<file path="config.mk">
export PLATFORM = sky130hd
export DESIGN_NAME = doc_safety_cc_scheduler
export DESIGN_NICKNAME = d
export VERILOG_FILES = /design/src/rtl/doc_safety_cc_scheduler_pkg.sv /design/src/rtl/doc_safety_period_timer.sv /design/src/rtl/doc_safety_cc_scheduler.sv
export SDC_FILE = /design/constraint.sdc
export NUM_CORES = 1
export LEC_CHECK = 0
export CAP_MARGIN = 20
export CORE_MARGIN = 2
export CORE_UTILIZATION = 43
export CTS_BUF_LIST = sky130_fd_sc_hd__clkbuf_4
export DETAILED_ROUTE_END_ITERATION = 8
export PLACE_DENSITY = 0.66
export SYNTH_ARGS = -nofsm -noshare
export SYNTH_HDL_FRONTEND = slang
export SYNTH_SLANG_ARGS = --single-unit
</file>
<file path="constraint.sdc">
create_clock -name clk -period 11.4 [get_ports clk]
set_input_delay 1.71 -clock clk [delete_from_list [all_inputs] [get_ports clk]]
set_output_delay 1.71 -clock clk [all_outputs]
set_load 0.05 [all_outputs]
</file>
<file path="src/rtl/doc_safety_cc_scheduler_pkg.sv">
// Shared types for the safety cross-comparison scheduler: payload layout,
// FSM state encoding, fault codes and the payload match rule.
package pkg_doc_safety;

  localparam int SPEED_W = 16;

  typedef logic [SPEED_W-1:0] t_speed;

  typedef struct packed {
    t_speed     speed_rpm;
    logic       over_speed;
    logic [7:0] seq_cnt;
  } t_safety_payload;

  typedef enum logic [2:0] {
    CC_IDLE      = 3'd0,
    CC_GEN       = 3'd1,
    CC_LATCH     = 3'd2,
    CC_SEND      = 3'd3,
    CC_WAIT_PEER = 3'd4,
    CC_COMPARE   = 3'd5,
    CC_FAULT     = 3'd6
  } t_cc_state;

  localparam logic [1:0] FC_NONE     = 2'd0;
  localparam logic [1:0] FC_TIMEOUT  = 2'd1;
  localparam logic [1:0] FC_MISMATCH = 2'd2;
  localparam logic [1:0] FC_OVERRUN  = 2'd3;

  // One extra bit keeps the speed difference exact for any pair of speeds.
  function automatic logic cc_match(input t_safety_payload loc,
                                    input t_safety_payload peer,
                                    input t_speed          margin);
    logic signed [SPEED_W:0] diff;
    logic        [SPEED_W:0] mag;
    diff = $signed({1'b0, loc.speed_rpm}) - $signed({1'b0, peer.speed_rpm});
    mag  = diff[SPEED_W] ? $unsigned(-diff) : $unsigned(diff);
    return (loc.seq_cnt == peer.seq_cnt) &&
           (loc.over_speed == peer.over_speed) &&
           (mag <= {1'b0, margin});
  endfunction

endpackage

</file>
<file path="src/rtl/doc_safety_period_timer.sv">
// Free-running period timer: counts 0..P_TERMINAL, pulses tick on the
// terminal count, and parks at 0 while disabled.
module doc_safety_period_timer #(
  parameter int P_TERMINAL = 99_999
) (
  input  logic clk,
  input  logic reset,
  input  logic enable,
  output logic tick
);

  localparam int W = (P_TERMINAL > 0) ? $clog2(P_TERMINAL + 1) : 1;
  localparam logic [W-1:0] TC = W'(P_TERMINAL);

  logic [W-1:0] cnt;

  always_ff @(posedge clk) begin
    if (reset || !enable) begin
      cnt <= '0;
    end else if (cnt == TC) begin
      cnt <= '0;
    end else begin
      cnt <= cnt + W'(1);
    end
  end

  assign tick = enable && (cnt == TC);

endmodule

</file>
<file path="src/rtl/doc_safety_cc_scheduler.sv">
// Periodic cross-comparison of the local safety payload against the peer
// channel, with timeout, mismatch-limit and period-overrun fault detection.
//
// state     | meaning
// ----------+---------------------------------------------------------
// IDLE      | waiting for the period tick
// GEN       | generate_payload pulse to the payload generator
// LATCH     | capture generator output into tx_payload
// SEND      | tx_valid held until the peer link accepts
// WAIT_PEER | waiting for a buffered peer payload, timeout running
// COMPARE   | evaluate match, pulse pass/mismatch
// FAULT     | absorbing until reset
module doc_safety_cc_scheduler
  import pkg_doc_safety::*;
#(
  parameter int P_PERIOD_CYCLES       = 100_000,
  parameter int P_RESP_TIMEOUT_CYCLES = 10_000,
  parameter int P_MAX_MISMATCH        = 3
) (
  input  logic            clk,
  input  logic            reset,
  input  logic            enable,
  output logic            generate_payload,
  input  t_safety_payload local_payload,
  input  t_speed          speed_cc_margin,
  output t_safety_payload tx_payload,
  output logic            tx_valid,
  input  logic            tx_ready,
  input  t_safety_payload peer_payload,
  input  logic            peer_valid,
  output logic            cc_pass,
  output logic            cc_mismatch,
  output logic            cc_fault,
  output logic [1:0]      fault_code,
  output logic [7:0]      mismatch_cnt
);

  localparam logic [2:0] S_IDLE      = CC_IDLE;
  localparam logic [2:0] S_GEN       = CC_GEN;
  localparam logic [2:0] S_LATCH     = CC_LATCH;
  localparam logic [2:0] S_SEND      = CC_SEND;
  localparam logic [2:0] S_WAIT_PEER = CC_WAIT_PEER;
  localparam logic [2:0] S_COMPARE   = CC_COMPARE;
  localparam logic [2:0] S_FAULT     = CC_FAULT;

  localparam int TW = (P_RESP_TIMEOUT_CYCLES > 1) ? $clog2(P_RESP_TIMEOUT_CYCLES) : 1;
  localparam logic [TW-1:0] TO_LAST = TW'(P_RESP_TIMEOUT_CYCLES - 1);

  logic [2:0]      state, state_nxt;
  logic [1:0]      fc_nxt;
  logic            tick;
  logic            overrun;
  logic [TW-1:0]   to_cnt;
  logic            buf_full;
  t_safety_payload buf_data;
  t_safety_payload cmp_peer;
  logic            peer_avail;
  logic            match;
  logic [7:0]      mm_inc;
  logic            mm_limit;

  doc_safety_period_timer #(
    .P_TERMINAL (P_PERIOD_CYCLES - 1)
  ) u_period_timer (
    .clk    (clk),
    .reset  (reset),
    .enable (enable),
    .tick   (tick)
  );

  // A strobe arriving this cycle counts as buffered, so a peer payload on the
  // last timeout cycle still wins over the timeout.
  assign peer_avail = buf_full || peer_valid;
  assign overrun    = tick && (state != S_IDLE) && (state != S_FAULT);
  assign match      = cc_match(tx_payload, cmp_peer, speed_cc_margin);
  assign mm_inc     = (mismatch_cnt == 8'hFF) ? 8'hFF : mismatch_cnt + 8'd1;
  assign mm_limit   = 32'(mm_inc) >= P_MAX_MISMATCH;

  always_comb begin
    state_nxt = state;
    fc_nxt    = FC_NONE;
    case (state)
      S_IDLE:      if (tick) state_nxt = S_GEN;
      S_GEN:       state_nxt = S_LATCH;
      S_LATCH:     state_nxt = S_SEND;
      S_SEND:      if (tx_ready) state_nxt = S_WAIT_PEER;
      S_WAIT_PEER: begin
        if (peer_avail) begin
          state_nxt = S_COMPARE;
        end else if (to_cnt == TO_LAST) begin
          state_nxt = S_FAULT;
          fc_nxt    = FC_TIMEOUT;
        end
      end
      S_COMPARE: begin
        if (!match && mm_limit) begin
          state_nxt = S_FAULT;
          fc_nxt    = FC_MISMATCH;
        end else begin
          state_nxt = S_IDLE;
        end
      end
      S_FAULT:     state_nxt = S_FAULT;
      default:     state_nxt = S_IDLE;
    endcase
    if (overrun) begin
      state_nxt = S_FAULT;
      fc_nxt    = FC_OVERRUN;
    end
  end

  always_ff @(posedge clk) begin
    if (reset) begin
      state        <= S_IDLE;
      to_cnt       <= '0;
      buf_full     <= 1'b0;
      buf_data     <= '0;
      cmp_peer     <= '0;
      tx_payload   <= '0;
      cc_pass      <= 1'b0;
      cc_mismatch  <= 1'b0;
      fault_code   <= FC_NONE;
      mismatch_cnt <= '0;
    end else begin
      state       <= state_nxt;
      cc_pass     <= 1'b0;
      cc_mismatch <= 1'b0;

      if (state == S_LATCH) tx_payload <= local_payload;

      if (state == S_SEND) begin
        to_cnt <= '0;
      end else if (state == S_WAIT_PEER) begin
        to_cnt <= to_cnt + TW'(1);
      end

      // Consuming entry takes a same-cycle strobe directly; otherwise newest wins.
      if (state != S_FAULT) begin
        if (state_nxt == S_COMPARE) begin
          cmp_peer <= peer_valid ? peer_payload : buf_data;
          buf_full <= 1'b0;
        end else if (peer_valid) begin
          buf_data <= peer_payload;
          buf_full <= 1'b1;
        end
      end

      if (state == S_COMPARE && !overrun) begin
        if (match) begin
          cc_pass      <= 1'b1;
          mismatch_cnt <= '0;
        end else begin
          cc_mismatch  <= 1'b1;
          mismatch_cnt <= mm_inc;
        end
      end

      if (state != S_FAULT && state_nxt == S_FAULT) fault_code <= fc_nxt;
    end
  end

  assign generate_payload = (state == S_GEN);
  assign tx_valid         = (state == S_SEND);
  assign cc_fault         = (state == S_FAULT);

endmodule

</file>
==> results by group <==
Job
  • Total of max-cap violations: 0

Timing
  • Hold Fails Final Rpt: 0
  • Tmin final: just under 5 ns
  • Fin. max-slew vios: 0
  • Total negative slack: 0 ns
  • Final worst-path cycle share: between 40% and 50%
  • Fin Clk Skew: 0.0149 ns
  • RSZ-0062 raised after global routing: false
  • Worst Max-Slew Pin Slew: 1.04 ns
  • Min Hold Slack: ~0.46 ns
  • Fmax: around 200 MHz
  • Final setup vio count: 0
  • Slew HR: roughly 30%

Drt
  • Drt pass-1 iters: 5
  • Routed length on met3: 614 um
  • Metal-1 WL: about 8000 um
  • Max Used Layer: met4
  • Antenna Violating Nets Remaining: 0
  • Via count: just over 6,000
  • Initial DRC count: ~390
  • DRC viols: 0
  • Met2 wire length: ~7700 um
  • WL final: roughly 17,000 um
  • DR vias/cell: 5.17
  • Routed len/inst: between 10 and 15 um

Worst setup path
  • CP max FO: 14
  • Kind of critical path: flop to flop
  • WP buf/inv: 1
  • CP max stage cell: a41oi_2
  • Critical path startpoint: tx_payload[9]$_SDFFE_PP0P_
  • Crit path depth: 20
  • Startpoint Class: flop
  • Worst EP required: between 10 and 15 ns
  • R2r worst-path depth: 20
  • Most used cell, CP: o21ai_0
  • Crit path to: state[2]$_SDFF_PP0_
  • Slowest Stage Delay on Critical Path: approximately 0.73 ns
  • Reg-to-Reg Start: tx_payload[9]$_SDFFE_PP0P_
  • FF-to-FF setup slack: between 6 and 7 ns
  • Crit-path cells: inv_1, ha_1, fa_1, nand2b_1, a21oi_2, o21ai_0, a222oi_1, nand4_1, nor2_1, nor2_1, xnor2_1, ha_1, a21o_1, a21o_1, a21oi_1, o21ai_0, a21oi_1, o21ai_0, a41oi_2, o22ai_1
  • Reg-to-Reg End: state[2]$_SDFF_PP0_
  • Arrival @ worst endpoint: 5.31 ns
  • CP delay by family, top: compound AO/OA/AOI/OAI gates
  • Crit path capture type: flop

Floorplan
  • Core area: between 15,000 and 20,000 um^2
  • IO Pins: ~110
  • Initial core utilization: 43.9%
  • Row count: between 40 and 50
  • Die height: between 100 and 150 um
  • Die Area: 17,200 um^2
  • Die width: ~130 um

GRT
  • Initial antenna violation count: 1
  • GR Util All Layers: 19.5%
  • Vias in the first global route: between 5,000 and 6,000
  • Largest net degree at the start of global routing: 96
  • First-pass GRT wire length: about 28,000 um
  • Gr ovfl total: 0

Cells and area
  • Share of cells above drive strength 1: 5.45%
  • # nets final: around 1,100
  • Design Area, Final: ~8500 um^2
  • Area growth from synthesis to layout: 22.5%

Clock tree
  • Hold_buf cts: 0
  • Setup repair bufs after CTS: 0
  • Clk buf depth: 2
  • CTS tree: yes
  • Worst-Skew Late Latency: 0.55 ns
  • Clock root cell: clkbuf_4
  • CTS resizes: 0
  • Clock Sinks: between 100 and 150
  • H-tree depth: 4
  • TritonCTS buffer count: 17
  • Clk slew on worst S/H paths: between 0.1 and 0.15 ns

Logic synthesis
  • Syn Nets: between 900 and 1,000
  • Yosys reg bits: between 100 and 150
  • Post-synth EDFFs: 0
  • Mapped Area: roughly 7000 um^2
  • Synthesized area per cell: a little under 8 um^2
  • Area leader, netlist: dfxtp_1
  • Synth async-reset ratio: 0%
  • Prevailing post-synth register cell: dfxtp_1
  • Top cells by area, synth: dfxtp_1 35%, nand2_1 7.5%, a21oi_1 6.6%
  • Post-synth cell types: 63
  • YS warnings: 0
  • Yosys top cell area share: 35.1%
  • Seq/Total Area, Yosys: between 30% and 40%
  • Synth Instances: 887

Pwr
  • Power per cell area: roughly 98 nW/um^2
  • VDD IR-drop max: about 0.075 mV
  • Pint: approximately 0.00064 W
  • Net Sw Frac: 23.7%
  • Sw power: between 0.00015 and 0.0002 W
  • P_leak: ~3.3 nW
  • Comb power frac: under 10%
  • Seq pwr share: approximately 52%
  • Clk pwr share: around 40%

Placed design
  • Placement Cell Area: 8200 um^2
  • Post-DP HPWL: between 10,000 and 15,000 um
  • Port buffer count: 110
  • Gp weighted congestion: 0.831

Worst hold path
  • Hold WC Path Type: flop to flop

Status
  • Status: finished clean
flip-flops by register name (all words and copies together) (netlist names):
register	count
buf_data	25
cmp_peer	25
tx_payload	25
u_period_timer.cnt	17
to_cnt	14
mismatch_cnt	8
state	3
fault_code	2
buf_full	1
cc_mismatch	1
cc_pass	1
worst register-to-register path, cell delays in order, from the launching register on:
cell and delay (ns):
dfxtp_1 0.37, inv_1 0.05, ha_1 0.21, fa_1 0.46, nand2b_1 0.21, a21oi_2 0.22
o21ai_0 0.15, a222oi_1 0.52, nand4_1 0.24, nor2_1 0.14, nor2_1 0.06, xnor2_1 0.12
ha_1 0.30, a21o_1 0.16, a21o_1 0.17, a21oi_1 0.13, o21ai_0 0.08, a21oi_1 0.11
o21ai_0 0.12, a41oi_2 0.73, o22ai_1 0.19
kinds of logic after synthesis:
kind of cell | share of synthesized area (%)
buffers and inverters | 4.64
AOI/OAI and AO/OA | 19.7
DFF | 35.1
and+or+nand+nor | 22.8
muxes | 4.32
adders and majority gates | 6.77
xor gates and xnor gates | 6.67
Yosys cell counts, types with 10 or more instances:
master,count
mux2i_1,30
nor2_1,100
ha_1,36
or3_1,10
inv_1,40
a21o_1,18
dfxtp_1,122
a21oi_1,92
xor2_1,29
clkbuf_1,43
xnor2_1,24
nand4_1,14
o21ai_0,23
nand3_1,26
a211oi_1,30
nand2_1,139
worst min path at each step:
stage,startpoint,endpoint,slack [ns],depth (start not counted)
6_report,u_period_timer.cnt[0]$_SDFF_PP0_,u_period_timer.cnt[0]$_SDFF_PP0_,0.46,1
5_1_grt,buf_data[13]$_SDFFE_PP0P_,buf_data[13]$_SDFFE_PP0P_,0.48,2
4_1_cts,buf_data[21]$_SDFFE_PP0P_,buf_data[21]$_SDFFE_PP0P_,0.46,2
3_5_place_dp,u_period_timer.cnt[0]$_SDFF_PP0_,u_period_timer.cnt[0]$_SDFF_PP0_,0.44,1
3_3_place_gp,u_period_timer.cnt[0]$_SDFF_PP0_,u_period_timer.cnt[0]$_SDFF_PP0_,0.43,1
2_1_floorplan,u_period_timer.cnt[0]$_SDFF_PP0_,u_period_timer.cnt[0]$_SDFF_PP0_,0.42,1
area by class of cell:
class	instances	area, um^2
Inverter	40	150
Tap cell	216	270
Antenna cell	1	2.50
Timing Repair Buffer	115	1130
Clock inverter	14	178
Fill cell	1557	7310
Multi-Input combinational cell	681	4210
Clock buffer	18	135
Sequential cell	122	2440
power groups by stage:
stage / combinational (W) / clock, W / sequential [W]
after floorplan: 0.0000253 / 0 / 0.000443
after global placement: 0.0000568 / 0 / 0.000443
after detailed placement: 0.0000572 / 0 / 0.000444
after CTS: 0.0000576 / 0.000351 / 0.000434
after global routing: 0.0000631 / 0.000375 / 0.000435
final: 0.0000571 / 0.000343 / 0.000434
stage by stage:
stage	std cells	setup WS [ns]	total power, W	utilization (%)
after detailed placement	1173	6.54	0.000501	51.8
after CTS	1205	6.51	0.000843	53.8
after global placement	1173	6.64	0.000500	51.8
final	1207	6.49	0.000834	53.8
after global routing	1207	6.01	0.000873	53.8
after floorplan	887	6.60	0.000468	-
per-layer routing:
metal  track usage [%]  up-vias
met4              6.04        0
met3              4.40       16
li1                  -     3282
met5                 0        -
met2              32.7      109
met1              25.1     2831
placed cells by master (no fill, tap or decap), types with 6 or more instances in the layout:
cell	n
a211oi_1	30
clkbuf_4	18
nand2b_1	6
inv_1	40
and3_1	9
nand4_1	14
nor2_1	98
nand2_1	139
ha_1	36
clkdlybuf4s50_1	108
or3_1	10
xnor2_1	24
a21o_1	18
dfxtp_1	122
nor3_1	9
mux2i_1	30
xor2_1	29
and2_1	6
nand3_1	26
o21ai_0	23
o211ai_1	7
a21oi_1	92
(Power assumes the default switching activity.)
==> RTL edit, RTL diff (same settings) <==
`P_PERIOD_CYCLES`: 100_000 -> 50_000.
--- a/src/rtl/doc_safety_cc_scheduler.sv
+++ b/src/rtl/doc_safety_cc_scheduler.sv
@@ -13,7 +13,7 @@
 module doc_safety_cc_scheduler
   import pkg_doc_safety::*;
 #(
-  parameter int P_PERIOD_CYCLES       = 100_000,
+  parameter int P_PERIOD_CYCLES       = 50_000,
   parameter int P_RESP_TIMEOUT_CYCLES = 10_000,
   parameter int P_MAX_MISMATCH        = 3
 ) (
Check against the original RTL: same outputs for any inputs over 10 cycles, from zero or initial values and one cycle with reset high; that may be too few to reach the edited logic, so the function may still have changed.
==> RTL edit against the original RTL <==
  * Power is 3.0% lower
  * Via count decreased by 2.1%
  * Utilization shrank 0.45 points
  * Wire length rose by 3.3%
  * Worst hold slack worse by 6.5 ps
  * Sequential cell count fell by 1
  * Cell area is 1.2% lower
  * Synthesized area down 0.86%
  * Global-route usage grew 0.78 points
  * First-iteration DRC count down 8.1%
  * Worst setup slack worse by 160 ps
  * Sequential share of layout area increased by 0.11 points
  * Critical endpoint is now cc_pass
  * Largest power group unchanged
==> RTL edit: results (changes against the original RTL) <==
outcome -> finished clean
via count -> 6109 (-2.1%)
slowest library cell on the worst path -> or4b_4
DP Cell Count -> 1153 (-1.7%)
combinational power -> 0.0000578 W (+1%)
first-pass GRT wire length -> 27600 µm (-1.3%)
area post-placement -> 8110 µm² (-1.1%)
met2 Usage GRT -> 31.1% (-1.7 points)
1st-iter DRT viols -> 354 (-8.1%)
P_sw -> 0.000215 W (+8.9%)
routability cong. -> 0.859 (+3.4%)
crit path DAT -> 5530 ps (+220 ps)
switching share of power -> 26.6% (+2.9 points)
slowest stage delay, CP -> 580 ps (-150 ps)
Area contributors post-synth -> dfxtp_1 35%, nand2_1 7.9%, ha_1 6.5%
crit path max fanout -> 10 (-4)
M1 WL -> 8630 µm (+7.6%)
sequential share of the synthesized area -> 35.1% (about the same)
worst-margin pin slew -> 1140 ps (+96.3 ps)
Placement Setup Slack -> 6370 ps (-162 ps)
fmax -> 0.197 GHz (-3.1%)
gr usage total -> 20.3% (+0.78 points)
top cells by count, synth -> 145 x nand2_1, 121 x dfxtp_1, 89 x a21oi_1, 85 x nor2_1, 43 x inv_1
# nets final -> 1065 (-1.8%)
met2 WL -> 7630 µm (-1.3%)
vias in the first global route -> 5563 (-3.9%)
post-synthesis area per instance -> 7.94 µm² (+1.3%)
met3 wire length -> 607 µm (-1.1%)
Final Non-Filler Cells -> 1187 (-1.7%)
#FFs+latches synth -> 121 (-0.82%)
DR WL/cell -> 14.4 µm (+5.0%)
largest net degree at the start of global routing -> 97 (+1.0%)
clk_skew -> 17.3 ps (+2.38 ps)
post-DP HPWL -> 12500 µm (+6.4%)
share of cells above drive strength 1 -> 5.26% (-0.20 points)
post-synth net total -> 976 (-1.9%)
clock share of power -> 39.6% (-1.5 points)
met3 usage -> 3.50% (-0.90 points)
final hold slack -> 451 ps (-6.53 ps)
RTL edit: changes by cell type in the layout (fill, tap and decap cells not counted), moves of 4 or more:
cell	change
nand3_1	-4
nand2_1	+6
and3_1	+9
nor2_1	-14
a21o_1	-7
o211ai_1	-4
nand4_1	-5
RTL edit: logic make-up (layout without fill, tap and decap cells):
group | after synthesis | after routing | share of synthesized area [%]
buf+inv | 86 | 188 | 4.75
xor+xnor | 56 | 56 | 7.22
flops | 121 | 121 | 35.1
simple gates | 335 | 335 | 22.2
other cells | 0 | 1 | 0
mux | 27 | 27 | 3.92
fa+ha+maj | 37 | 37 | 6.82
compound gates | 206 | 206 | 19.9
RTL edit: layout make-up:
cell class	count	area, µm²
multi-input cells	661	4150
clock buffers	17	128
clock inverters	15	168
fillers	1589	7350
repair buffers	113	1120
flip-flops and latches	121	2420
diodes	1	2.50
well taps	216	270
inverters	43	161
